==> config.mk <==
export PLATFORM = sky130hd
export DESIGN_NAME = bsg_front_side_bus_hop_out_multi_flat
export DESIGN_NICKNAME = d
export VERILOG_FILES = /design/src/rtl/bsg_front_side_bus_hop_out_multi_if.sv /design/src/rtl/bsg_front_side_bus_hop_out_multi.sv /design/src/flat_wrapper.sv
export SDC_FILE = /design/constraint.sdc
export NUM_CORES = 1
export LEC_CHECK = 0
export ABC_CLOCK_PERIOD_IN_PS = 4700
export CORE_UTILIZATION = 46
export DETAILED_ROUTE_END_ITERATION = 8
export PLACE_DENSITY = 0.83
export SLEW_MARGIN = 5
export SYNTH_ARGS = -nofsm -noshare
export SYNTH_HDL_FRONTEND = slang
export SYNTH_SLANG_ARGS = --single-unit
==> constraint.sdc <==
create_clock -name clk_i -period 4.7 [get_ports clk_i]
set_input_delay 1.175 -clock clk_i [delete_from_list [all_inputs] [get_ports clk_i]]
set_output_delay 1.175 -clock clk_i [all_outputs]
set_load 0.005 [all_outputs]
==> src/rtl/bsg_front_side_bus_hop_out_multi_if.sv <==
// rtl/bsg_front_side_bus_hop_out_multi_if.sv - handshake bundle for the multi-source FSB hop output
interface bsg_front_side_bus_hop_out_multi_if #(
  parameter int width_p     = 8,
  parameter int num_local_p = 2
);
  // bit/slice 0 is the upstream switch, 1..num_local_p are local nodes
  logic [num_local_p:0]               v_i;
  logic [(num_local_p+1)*width_p-1:0] data_i;
  logic                               ready_and_o;
  logic [num_local_p-1:0]             yumi_o;
  logic                               v_o;
  logic [width_p-1:0]                 data_o;
  logic                               ready_and_i;

  modport slave (
    input  v_i, data_i, ready_and_i,
    output ready_and_o, yumi_o, v_o, data_o
  );

  modport master (
    output v_i, data_i, ready_and_i,
    input  ready_and_o, yumi_o, v_o, data_o
  );
endinterface

==> src/rtl/bsg_front_side_bus_hop_out_multi.sv <==
// rtl/bsg_front_side_bus_hop_out_multi.sv - upstream + N local ports merged onto one downstream link
module bsg_front_side_bus_hop_out_multi #(
  parameter int width_p        = 8,
  parameter int num_local_p    = 2,
  parameter int fifo_els_p     = 2,
  parameter int starve_limit_p = 1
) (
  input logic clk_i,
  input logic reset_n_i,
  bsg_front_side_bus_hop_out_multi_if.slave bus
);

  localparam int lg_local_lp = (num_local_p > 1) ? $clog2(num_local_p) : 1;
  localparam int lg_els_lp   = $clog2(fifo_els_p);
  localparam int cnt_w_lp    = $clog2(fifo_els_p + 1);
  localparam int starve_w_lp = $clog2(starve_limit_p + 1);

  localparam logic [lg_local_lp-1:0] rr_last_lp    = lg_local_lp'(num_local_p - 1);
  localparam logic [lg_els_lp-1:0]   ptr_last_lp   = lg_els_lp'(fifo_els_p - 1);
  localparam logic [cnt_w_lp-1:0]    cnt_full_lp   = cnt_w_lp'(fifo_els_p);
  localparam logic [starve_w_lp-1:0] starve_lim_lp = starve_w_lp'(starve_limit_p);

  logic [width_p-1:0]     mem_r [fifo_els_p];
  logic [lg_els_lp-1:0]   rd_ptr_r, wr_ptr_r;
  logic [cnt_w_lp-1:0]    count_r;
  logic [lg_local_lp-1:0] rr_r, cand;
  logic [starve_w_lp-1:0] starve_r, starve_n;
  logic                   local_pri_r, local_pri_n;
  logic                   fifo_ready, any_local, grant_up, grant_local, enq, deq;
  logic [num_local_p-1:0] v_local;
  logic [width_p-1:0]     enq_data;
  int                     rot_j;

  assign v_local    = bus.v_i[num_local_p:1];
  assign any_local  = |v_local;
  // Full-FIFO stall is decided from registered occupancy only, so a same-cycle dequeue never frees a slot
  assign fifo_ready = count_r < cnt_full_lp;

  always_comb begin
    cand  = '0;
    rot_j = 0;
    for (int i = num_local_p - 1; i >= 0; i--) begin
      rot_j = int'(rr_r) + i;
      if (rot_j >= num_local_p) rot_j = rot_j - num_local_p;
      if (v_local[rot_j]) cand = rot_j[lg_local_lp-1:0];
    end
  end

  always_comb begin
    grant_up    = 1'b0;
    grant_local = 1'b0;
    if (reset_n_i && fifo_ready) begin
      if (local_pri_r && any_local)  grant_local = 1'b1;
      else if (!local_pri_r && bus.v_i[0]) grant_up = 1'b1;
      else if (any_local)            grant_local = 1'b1;
    end
  end

  assign enq      = grant_up | grant_local;
  assign enq_data = grant_local ? bus.data_i[(int'(cand)+1)*width_p +: width_p]
                                : bus.data_i[width_p-1:0];
  assign deq      = bus.v_o & bus.ready_and_i;

  assign bus.ready_and_o = reset_n_i & fifo_ready & ~local_pri_r;
  assign bus.yumi_o      = grant_local ? (num_local_p'(1) << cand) : '0;
  assign bus.v_o         = reset_n_i & (count_r != '0);
  assign bus.data_o      = mem_r[rd_ptr_r];

  // The priority flag lives exactly one ready slot, so upstream can never be locked out
  always_comb begin
    starve_n    = starve_r;
    local_pri_n = local_pri_r;
    if (fifo_ready) begin
      local_pri_n = 1'b0;
      if (grant_up && any_local) begin
        if (starve_r + starve_w_lp'(1) == starve_lim_lp) begin
          local_pri_n = 1'b1;
          starve_n    = '0;
        end else begin
          starve_n = starve_r + starve_w_lp'(1);
        end
      end else begin
        starve_n = '0;
      end
    end
  end

  always_ff @(posedge clk_i) begin
    if (enq) mem_r[wr_ptr_r] <= enq_data;
  end

  always_ff @(posedge clk_i) begin
    if (!reset_n_i) begin
      rd_ptr_r    <= '0;
      wr_ptr_r    <= '0;
      count_r     <= '0;
      rr_r        <= '0;
      starve_r    <= '0;
      local_pri_r <= 1'b0;
    end else begin
      if (enq) wr_ptr_r <= (wr_ptr_r == ptr_last_lp) ? '0 : wr_ptr_r + lg_els_lp'(1);
      if (deq) rd_ptr_r <= (rd_ptr_r == ptr_last_lp) ? '0 : rd_ptr_r + lg_els_lp'(1);
      case ({enq, deq})
        2'b10:   count_r <= count_r + cnt_w_lp'(1);
        2'b01:   count_r <= count_r - cnt_w_lp'(1);
        default: count_r <= count_r;
      endcase
      if (grant_local) rr_r <= (cand == rr_last_lp) ? '0 : cand + lg_local_lp'(1);
      starve_r    <= starve_n;
      local_pri_r <= local_pri_n;
    end
  end

endmodule
==> src/flat_wrapper.sv <==
// flat-port wrapper written by rule: the top's interface ports become plain ports
module bsg_front_side_bus_hop_out_multi_flat 
#(
  parameter int width_p        = 8,
  parameter int num_local_p    = 2,
  parameter int fifo_els_p     = 2,
  parameter int starve_limit_p = 1
)
  (clk_i, reset_n_i, bus_v_i, bus_data_i, bus_ready_and_i, bus_ready_and_o, bus_yumi_o, bus_v_o, bus_data_o);
  bsg_front_side_bus_hop_out_multi_if #(.width_p(width_p), .num_local_p(num_local_p)) bus_i ();
  input logic clk_i;
  input logic reset_n_i;
  input wire logic [$bits(bus_i.v_i)-1:0] bus_v_i;
  input wire logic [$bits(bus_i.data_i)-1:0] bus_data_i;
  input wire logic [$bits(bus_i.ready_and_i)-1:0] bus_ready_and_i;
  output wire logic [$bits(bus_i.ready_and_o)-1:0] bus_ready_and_o;
  output wire logic [$bits(bus_i.yumi_o)-1:0] bus_yumi_o;
  output wire logic [$bits(bus_i.v_o)-1:0] bus_v_o;
  output wire logic [$bits(bus_i.data_o)-1:0] bus_data_o;
  assign bus_i.v_i = bus_v_i;
  assign bus_i.data_i = bus_data_i;
  assign bus_i.ready_and_i = bus_ready_and_i;
  assign bus_ready_and_o = bus_i.ready_and_o;
  assign bus_yumi_o = bus_i.yumi_o;
  assign bus_v_o = bus_i.v_o;
  assign bus_data_o = bus_i.data_o;
  bsg_front_side_bus_hop_out_multi #(.width_p(width_p), .num_local_p(num_local_p), .fifo_els_p(fifo_els_p), .starve_limit_p(starve_limit_p)) u_core (.clk_i(clk_i), .reset_n_i(reset_n_i), .bus(bus_i));
endmodule
# Word-level counts from Yosys, hierarchy flattened
# Memory sizes are Yosys's and may differ from the RTL's. A register that Yosys moved wholly into a read port is not among the register bits.
# Cells that the tools add are included.
# classes
bitwise,6
order_cmp,5
add_sub_neg,9
n_shift,2
n_eq_ne,2
reduce_logical,8
n_mux,28
# op_table
cell,count
"< comparator 32 x 3 -> 1 bit, second input constant",2
two-way mux 32 bit,2
">= comparator 32 x 3 -> 1 bit, second input constant",1
variable part select 24 x 32 -> 8 bit,1
"subtractor 32 x 3 -> 32 bit, second input constant",1
two-way mux 1 bit,23
two-way mux 8 bit,1
"adder 1 x 1 -> 2 bit, second input constant",2
AND 1 bit,4
logical AND 1 bit,4
case mux 2 bit (2 select lines),1
nonzero test 2 bit,2
"adder 1 bit, second input constant",3
"subtractor 1 x 2 -> 3 bit, second input constant",1
"adder 2 x 1 -> 2 bit, second input constant",1
"equality test 2 x 1 -> 1 bit, second input constant",1
"equality test 2 bit, second input constant",1
">= comparator 1 x 2 -> 1 bit, second input constant",1
"< comparator 2 bit, second input constant",1
two-way mux 2 bit,1
OR reduction 2 bit,1
"<< shifter 1 x 1 -> 2 bit, first input constant",1
"subtractor 2 x 1 -> 2 bit, second input constant",1
zero test 1 bit,1
other kinds (2),2
# totals
register_bits,6
elab_cells,66
ram_bits,16
mem_count,1
output_inout_bits,12
# mem_list
memory,words,word_bits,read_ports,rd_ports_with_merged_regs,write_ports,line_no,rtl
u_core.mem_r,2,8,1,1,1,bsg_front_side_bus_hop_out_multi.sv:23,logic [width_p-1:0] mem_r [fifo_els_p];

# Longest topological paths before layout
# Gate-level depths: netlist (run 1).
# depth
word_depth,11
ltp_mapped,6

# Worst setup path after synthesis (run 1)
# Ideal clock, no wire load.
# synth_timing
kind,in2out
start,in bus_v_i[0]
end,out bus_yumi_o[0]
path_stages,4
setup_slack_ns,1.604
arrival_time_ns,1.921
cell_sequence,nor2b_1 > nor3_4 > buf_6 > and2_1
# synth_via
elab_chain_cells,5
# synth_lines
item,line_no,rtl
"start, declared",flat_wrapper.sv:13,input wire logic [$bits(bus_i.v_i)-1:0] bus_v_i;
logical AND 1 bit,bsg_front_side_bus_hop_out_multi.sv:54,else if (!local_pri_r && bus.v_i[0]) grant_up = 1'b1;
two-way mux 1 bit,bsg_front_side_bus_hop_out_multi.sv:54,
two-way mux 1 bit,bsg_front_side_bus_hop_out_multi.sv:53,if (local_pri_r && any_local) grant_local = 1'b1;
two-way mux 1 bit,bsg_front_side_bus_hop_out_multi.sv:52,if (reset_n_i && fifo_ready) begin
two-way mux 2 bit,bsg_front_side_bus_hop_out_multi.sv:65,assign bus.yumi_o = grant_local ? (num_local_p'(1) << cand) : '0;
"end, declared",flat_wrapper.sv:17,output wire logic [$bits(bus_i.yumi_o)-1:0] bus_yumi_o;
# Every way passes these cells.

# Worst setup path in the final report (run 1)
# layout_timing
start,in reset_n_i
end,out bus_yumi_o[1]
# layout_via
elab_chain_cells,3
# layout_lines
item,line_no,rtl
"start, declared",flat_wrapper.sv:12,input logic reset_n_i;
logical AND 1 bit,bsg_front_side_bus_hop_out_multi.sv:52,
two-way mux 1 bit,bsg_front_side_bus_hop_out_multi.sv:52,
two-way mux 2 bit,bsg_front_side_bus_hop_out_multi.sv:65,
# Every way passes these cells.

==> flow_summary.ini, run 1 <==
[status]
outcome = complete, no violations

[global_routing]
grt_pass1_wl_um = 3540
grt_max_degree = 18
overflow = 0
grt_pass1_vias = 845
grt_antenna_before_repair = 0
track_usage = 0.190

[clock_network]
insertion_delay_ns = 0.30
clkSlewWorstSetupHoldPaths_ns = 0.12
cts_num_sinks = 23
cts_setup_buffers = 0
cts_resized = 0
cts_made_buffers = 3
cts_tree = yes
cts_hold_buf = 0
cts_buffer_depth = 2
cts_max_level = 1
cts-root-buf = clkbuf_4

[sta]
whs_ns = 0.551
slew_headroom = 0.519
hold_viol = 0
fmax_mhz = 248
tns_ns = 0
setup_viol = 0
skew_ns = 0.00752
grt_setup_unrepaired = no
post-route-period-util = 0.858
worst_slack_ns = 0.666
min_period_ns = 4.03
slew_viol_final = 0
worst_pin_slew_ns = 0.719

[setup_path]
worst_ep_required_time_ns = 3.52
r2r_cells = 3
rr_endpoint = u_core.mem_r[0][2]$_DFFE_PP_
rrSetupSlack_ns = 2.92
worst_setup_path_end_kind = output port
cp.arrival_ns = 2.86
worstSetupStartpointType = primary input
path_class = in -> out
crit_fanout = 9
timing.rr.start = u_core.count_r[1]$_SDFFE_PN0P_

[synthesis]
syn-num-nets = 122
yosysTopAreaCell = edfxtp_1
synth_area_sq_um = 1100
synth.top_cell.area_share = 0.436
synth_area_leaders = edfxtp_1 (44%), dfxtp_1 (13%), mux2_2 (8.2%), mux2i_1 (7.3%), nor2_1 (4.1%)
ys_seq_area_frac = 0.564
ys_ff_latch = 23
synthCells = 91
syn_area_per_cell_sq_um = 12.1
yosysUniqueCellTypes = 26
yosys_warnings = 0

[place]
io_buffer_count = 41
hpwl_um = 1730
pre_cts_ws_ns = 0.669
place_congestion = 0.702

[die]
die_height_um = 50.9
die_w_um = 50.9
ios = 42
core_area_sq_um = 2230
row_count = 17
die_area_sq_um = 2590
initial_core_util = 0.493

[routing]
postRouteAntennaNets = 0
drt-initial-drc-count = 3
firstDrtPassIters = 4
via_per_inst = 5.09
wl_um = 2170
remaining_drc_errors = 0
vias = 830
wire_per_inst_um = 13.3

[final_layout]
area_growth_pct = 42.4
diodes = 0
fin_nets = 167
regArea_sq_um = 621
nFillCells = 178
drive_gt1_frac = 0.126
layout_commonest_cell = clkdlybuf4s50_1
multiInputGateArea_sq_um = 453
mostFrequentLayoutCells = clkdlybuf4s50_1 (41), edfxtp_1 (16), nor2_1 (12)

[power]
p_leak_nw = 0.586
power.switching_uw = 129
swShare = 0.255
intPower_uw = 376
power.density_nw_per_um2 = 322
pwr-share-clk = 0.173
seqPwrFrac = 0.522
ir_drop_mv = 0.244
pwr-share-comb = 0.305

[run]
drv_cap = 0

[worst_hold_path]
hold_depth = 2
hp-class = reg -> reg
hp-start = u_core.rr_r$_SDFFE_PN0N_
worstHoldEndpoint = u_core.rr_r$_SDFFE_PN0N_
## power groups by stage
stage	sequential (mW)	clock (mW)	combinational [mW]
after floorplan	0.260	0	0.0855
after global placement	0.266	0	0.151
after detailed placement	0.268	0	0.156
after CTS	0.264	0.0891	0.157
after global routing	0.267	0.0964	0.168
final	0.264	0.0871	0.154
## metal layers
| metal | GRT usage | wire length (um) | vias up | part of all wire |
|---|---|---|---|---|
| met1 | 0.191 | 857 | 382 | 0.39 |
| met4 | 0.102 | 27 | 0 | 0.012 |
| met5 | 0 | 0 | - | 0 |
| met3 | 0.0417 | 141 | 4 | 0.065 |
| li1 | - | - | 412 | - |
| met2 | 0.357 | 1140 | 32 | 0.53 |
## flip-flops by register name, summed over array words and instances (netlist names), named ones only
register	flops
u_core.mem_r	16
u_core.wr_ptr_r	1
u_core.count_r	2
u_core.rr_r	1
u_core.rd_ptr_r	1
u_core.local_pri_r	1
## worst max-delay path, stage by stage
cell and delay [ns]:
clkdlybuf4s50_1 0.62, nand2b_2 0.14, nor4_1 0.36, clkdlybuf4s50_1 0.57
## Yosys cell counts
| cell | n |
|---|---|
| and2_1 | 4 |
| clkbuf_1 | 1 |
| buf_6 | 1 |
| a21o_1 | 1 |
| a21oi_1 | 8 |
| buf_2 | 1 |
| a21boi_0 | 1 |
| nor2_1 | 12 |
| o21a_1 | 2 |
| nor4_1 | 1 |
| mux2_2 | 8 |
| mux2i_1 | 8 |
| xnor2_1 | 3 |
| nor2b_1 | 4 |
| inv_1 | 2 |
| nand2b_1 | 1 |
| nor3_1 | 1 |
| or3_1 | 1 |
| a21oi_2 | 1 |
| ha_1 | 1 |
| nor3_4 | 1 |
| edfxtp_1 | 16 |
| dfxtp_1 | 7 |
| nor2_2 | 1 |
| o21ai_0 | 3 |
| nand2b_2 | 1 |
## per-stage QoR
| stage | utilization | instance area [sq um] | instances | power, mW |
|---|---|---|---|---|
| finish | 0.702 | 1570 | 163 | 0.505 |
| global route | 0.702 | 1570 | 163 | 0.532 |
| CTS | 0.702 | 1570 | 163 | 0.510 |
| detailed placement | 0.690 | 1540 | 159 | 0.424 |
| global placement | 0.690 | 1540 | 159 | 0.417 |
| floorplan | - | 1100 | 91 | 0.346 |
## worst max path at each step
stage | start | end | slack (ns) | cells past startpoint
2_1_floorplan | bus_v_i[0] | bus_yumi_o[0] | 1.60 | 4
6_report | reset_n_i | bus_yumi_o[1] | 0.67 | 4
4_1_cts | reset_n_i | bus_yumi_o[1] | 0.65 | 4
3_3_place_gp | reset_n_i | bus_yumi_o[1] | 0.68 | 4
5_1_grt | reset_n_i | bus_yumi_o[1] | 0.58 | 4
3_5_place_dp | reset_n_i | bus_yumi_o[1] | 0.67 | 4
## final cells by class
| type | count | share of cell area |
|---|---|---|
| well taps | 28 | 0.0223 |
| inverters | 2 | 0.00479 |
| repair buffers | 43 | 0.271 |
| multi-input cells | 63 | 0.289 |
| flip-flops and latches | 23 | 0.396 |
| clock buffers | 4 | 0.0168 |
## cells by family (layout without fill, tap and decap cells)
family / after synthesis / after routing / share of synthesized area
xor+xnor: 3 / 3 / 0.0239
fa+ha+maj: 1 / 1 / 0.0114
compound gates: 16 / 16 / 0.0852
flops: 23 / 23 / 0.564
buf+inv: 5 / 49 / 0.0250
simple gates: 27 / 27 / 0.136
mux: 16 / 16 / 0.155
Power figures use the tool's default switching activity.
==> run 2: changes to the inputs <==
- ABC_CLOCK_PERIOD_IN_PS: 4700 -> unset
- CTS_CLUSTER_DIAMETER: unset -> 60
- GPL_ROUTABILITY_DRIVEN: unset -> 0
==> results of run 2 <==
No change in the layout: final DEF, timing and power equal those of run 1.
==> run 3: changes to the inputs <==
--- a/config.mk
+++ b/config.mk
@@ -8,3 +8,2 @@
 export CORE_UTILIZATION = 46
-export CTS_CLUSTER_DIAMETER = 60
 export DETAILED_ROUTE_END_ITERATION = 8
--- a/constraint.sdc
+++ b/constraint.sdc
@@ -3,2 +3,2 @@
 set_output_delay 1.175 -clock clk_i [all_outputs]
-set_load 0.005 [all_outputs]
+set_load 0.02 [all_outputs]
==> flow_summary.ini, run 3 (synthesis results as in run 1) <==
[setup_path]
slowest_delay_ns = 0.67
cp.arrival_ns = 2.99
timing.rr.start = u_core.count_r[1]$_SDFFE_PN0P_
path_common_cell = clkdlybuf4s50_1
worst_ep_required_time_ns = 3.52
path_buf_inv = 2
path_class = in -> out
crit_fanout = 9
critPathTopFamily = buffers and inverters
r2r_cells = 3
crit_chain = clkdlybuf4s50_1 -> nand2b_2 -> nor4_1 -> clkdlybuf4s50_1
worstSetupStartpointType = primary input
worst_setup_path_end_kind = output port
rr_endpoint = u_core.mem_r[0][0]$_DFFE_PP_
critPathSlowestCell = clkdlybuf4s50_1
rrSetupSlack_ns = 2.90

[sta]
skew_ns = 0.00355
slew_headroom = 0.506
grt_setup_unrepaired = no
fmax_mhz = 240
tns_ns = 0
setup_viol = 0
hold_viol = 0
worst_slack_ns = 0.532
worst_pin_slew_ns = 0.738
slew_viol_final = 0
min_period_ns = 4.17
post-route-period-util = 0.887

[worst_hold_path]
hp-start = u_core.rr_r$_SDFFE_PN0N_
worstHoldEndpoint = u_core.rr_r$_SDFFE_PN0N_
hp-class = reg -> reg
hold_depth = 2

[routing]
firstDrtPassIters = 2
drt-initial-drc-count = 4
postRouteAntennaNets = 0
vias = 822
remaining_drc_errors = 0
wire_per_inst_um = 13.9
wl_um = 2260
via_per_inst = 5.04

[power]
ir_drop_mv = 0.259
p_leak_nw = 0.589
power.density_nw_per_um2 = 338

[final_layout]
mostFrequentLayoutCells = clkdlybuf4s50_1 (41), edfxtp_1 (16), nor2_1 (12)
multiInputGateArea_sq_um = 453
fin_nets = 167
regMostFlops = u_core.mem_r
drive_gt1_frac = 0.133
largest_register_ffs = 16
layout_commonest_cell = clkdlybuf4s50_1
reg_top3 = u_core.mem_r x16, u_core.count_r x2
diodes = 0
nFillCells = 188
regArea_sq_um = 621
area_growth_pct = 42.5

[clock_network]
clkSlewWorstSetupHoldPaths_ns = 0.12
cts_made_buffers = 3
cts_setup_buffers = 0
cts_max_level = 1
cts-root-buf = clkbuf_4
insertion_delay_ns = 0.30
cts_buffer_depth = 2
cts_resized = 0
cts_num_sinks = 23
cts_tree = yes
cts_hold_buf = 0

[global_routing]
grt_pass1_wl_um = 3570
overflow = 0
track_usage = 0.194
grt_antenna_before_repair = 0
grt_max_degree = 18
grt_pass1_vias = 824

[die]
row_count = 17
ios = 42
core_area_sq_um = 2230
die_w_um = 50.9
die_height_um = 50.9
initial_core_util = 0.493
die_area_sq_um = 2590

[place]
pre_cts_ws_ns = 0.535
io_buffer_count = 41
hpwl_um = 1790

[status]
outcome = complete, no violations

[run]
drv_cap = 0
-- run 3: changes by cell type in the layout (fill, tap and decap cells not counted) --
cell / previous run / this run
clkbuf_1: 1 / 0
clkinv_2: 0 / 1
-- run 3: worst max path at each step --
stage | slack, ns | cells past startpoint | end | from
floorplan | 1.36 | 4 | bus_yumi_o[1] | bus_v_i[1]
global placement | 0.58 | 4 | bus_yumi_o[1] | reset_n_i
detailed placement | 0.53 | 4 | bus_yumi_o[1] | reset_n_i
CTS | 0.52 | 4 | bus_yumi_o[1] | reset_n_i
global route | 0.43 | 4 | bus_yumi_o[1] | reset_n_i
finish | 0.53 | 4 | bus_yumi_o[1] | reset_n_i
-- run 3: cell type report --
| cell class | count | share of cell area |
|---|---|---|
| inverters | 2 | 0.00478 |
| clock buffers | 3 | 0.0144 |
| clock inverters | 1 | 0.00319 |
| well taps | 28 | 0.0223 |
| flip-flops and latches | 23 | 0.396 |
| multi-input cells | 63 | 0.289 |
| repair buffers | 43 | 0.271 |
-- run 3: report_power, final --
part	switching (mW)	internal, mW	total [mW]
combinational	0.0810	0.0959	0.177
clock	0.0574	0.0317	0.0892
sequential	0.0161	0.247	0.264
total	0.154	0.375	0.530
-- run 3: metrics by stage --
stage | utilization | cells | area [sq um] | hold slack, ns | power (mW)
6_report | 0.703 | 163 | 1570 | 0.543 | 0.530
3_3_place_gp | 0.690 | 159 | 1540 | 0.533 | 0.438
2_1_floorplan | - | 91 | 1100 | 0.472 | 0.368
3_5_place_dp | 0.690 | 159 | 1540 | 0.511 | 0.446
4_1_cts | 0.703 | 163 | 1570 | 0.545 | 0.534
5_1_grt | 0.703 | 163 | 1570 | 0.603 | 0.556
-- run 3: layer usage --
layer,wire [um],track usage
met1,923,0.212
met2,1150,0.349
met3,143,0.0417
met4,42,0.0972
met5,0,0
-- run 3: worst reg2reg max path: cells and delay by family (launching register included) --
kind | cells | cell delay, ns
and+or+nand+nor | 2 | 0.83
DFF | 1 | 0.39
AOI/OAI and AO/OA | 1 | 0.23
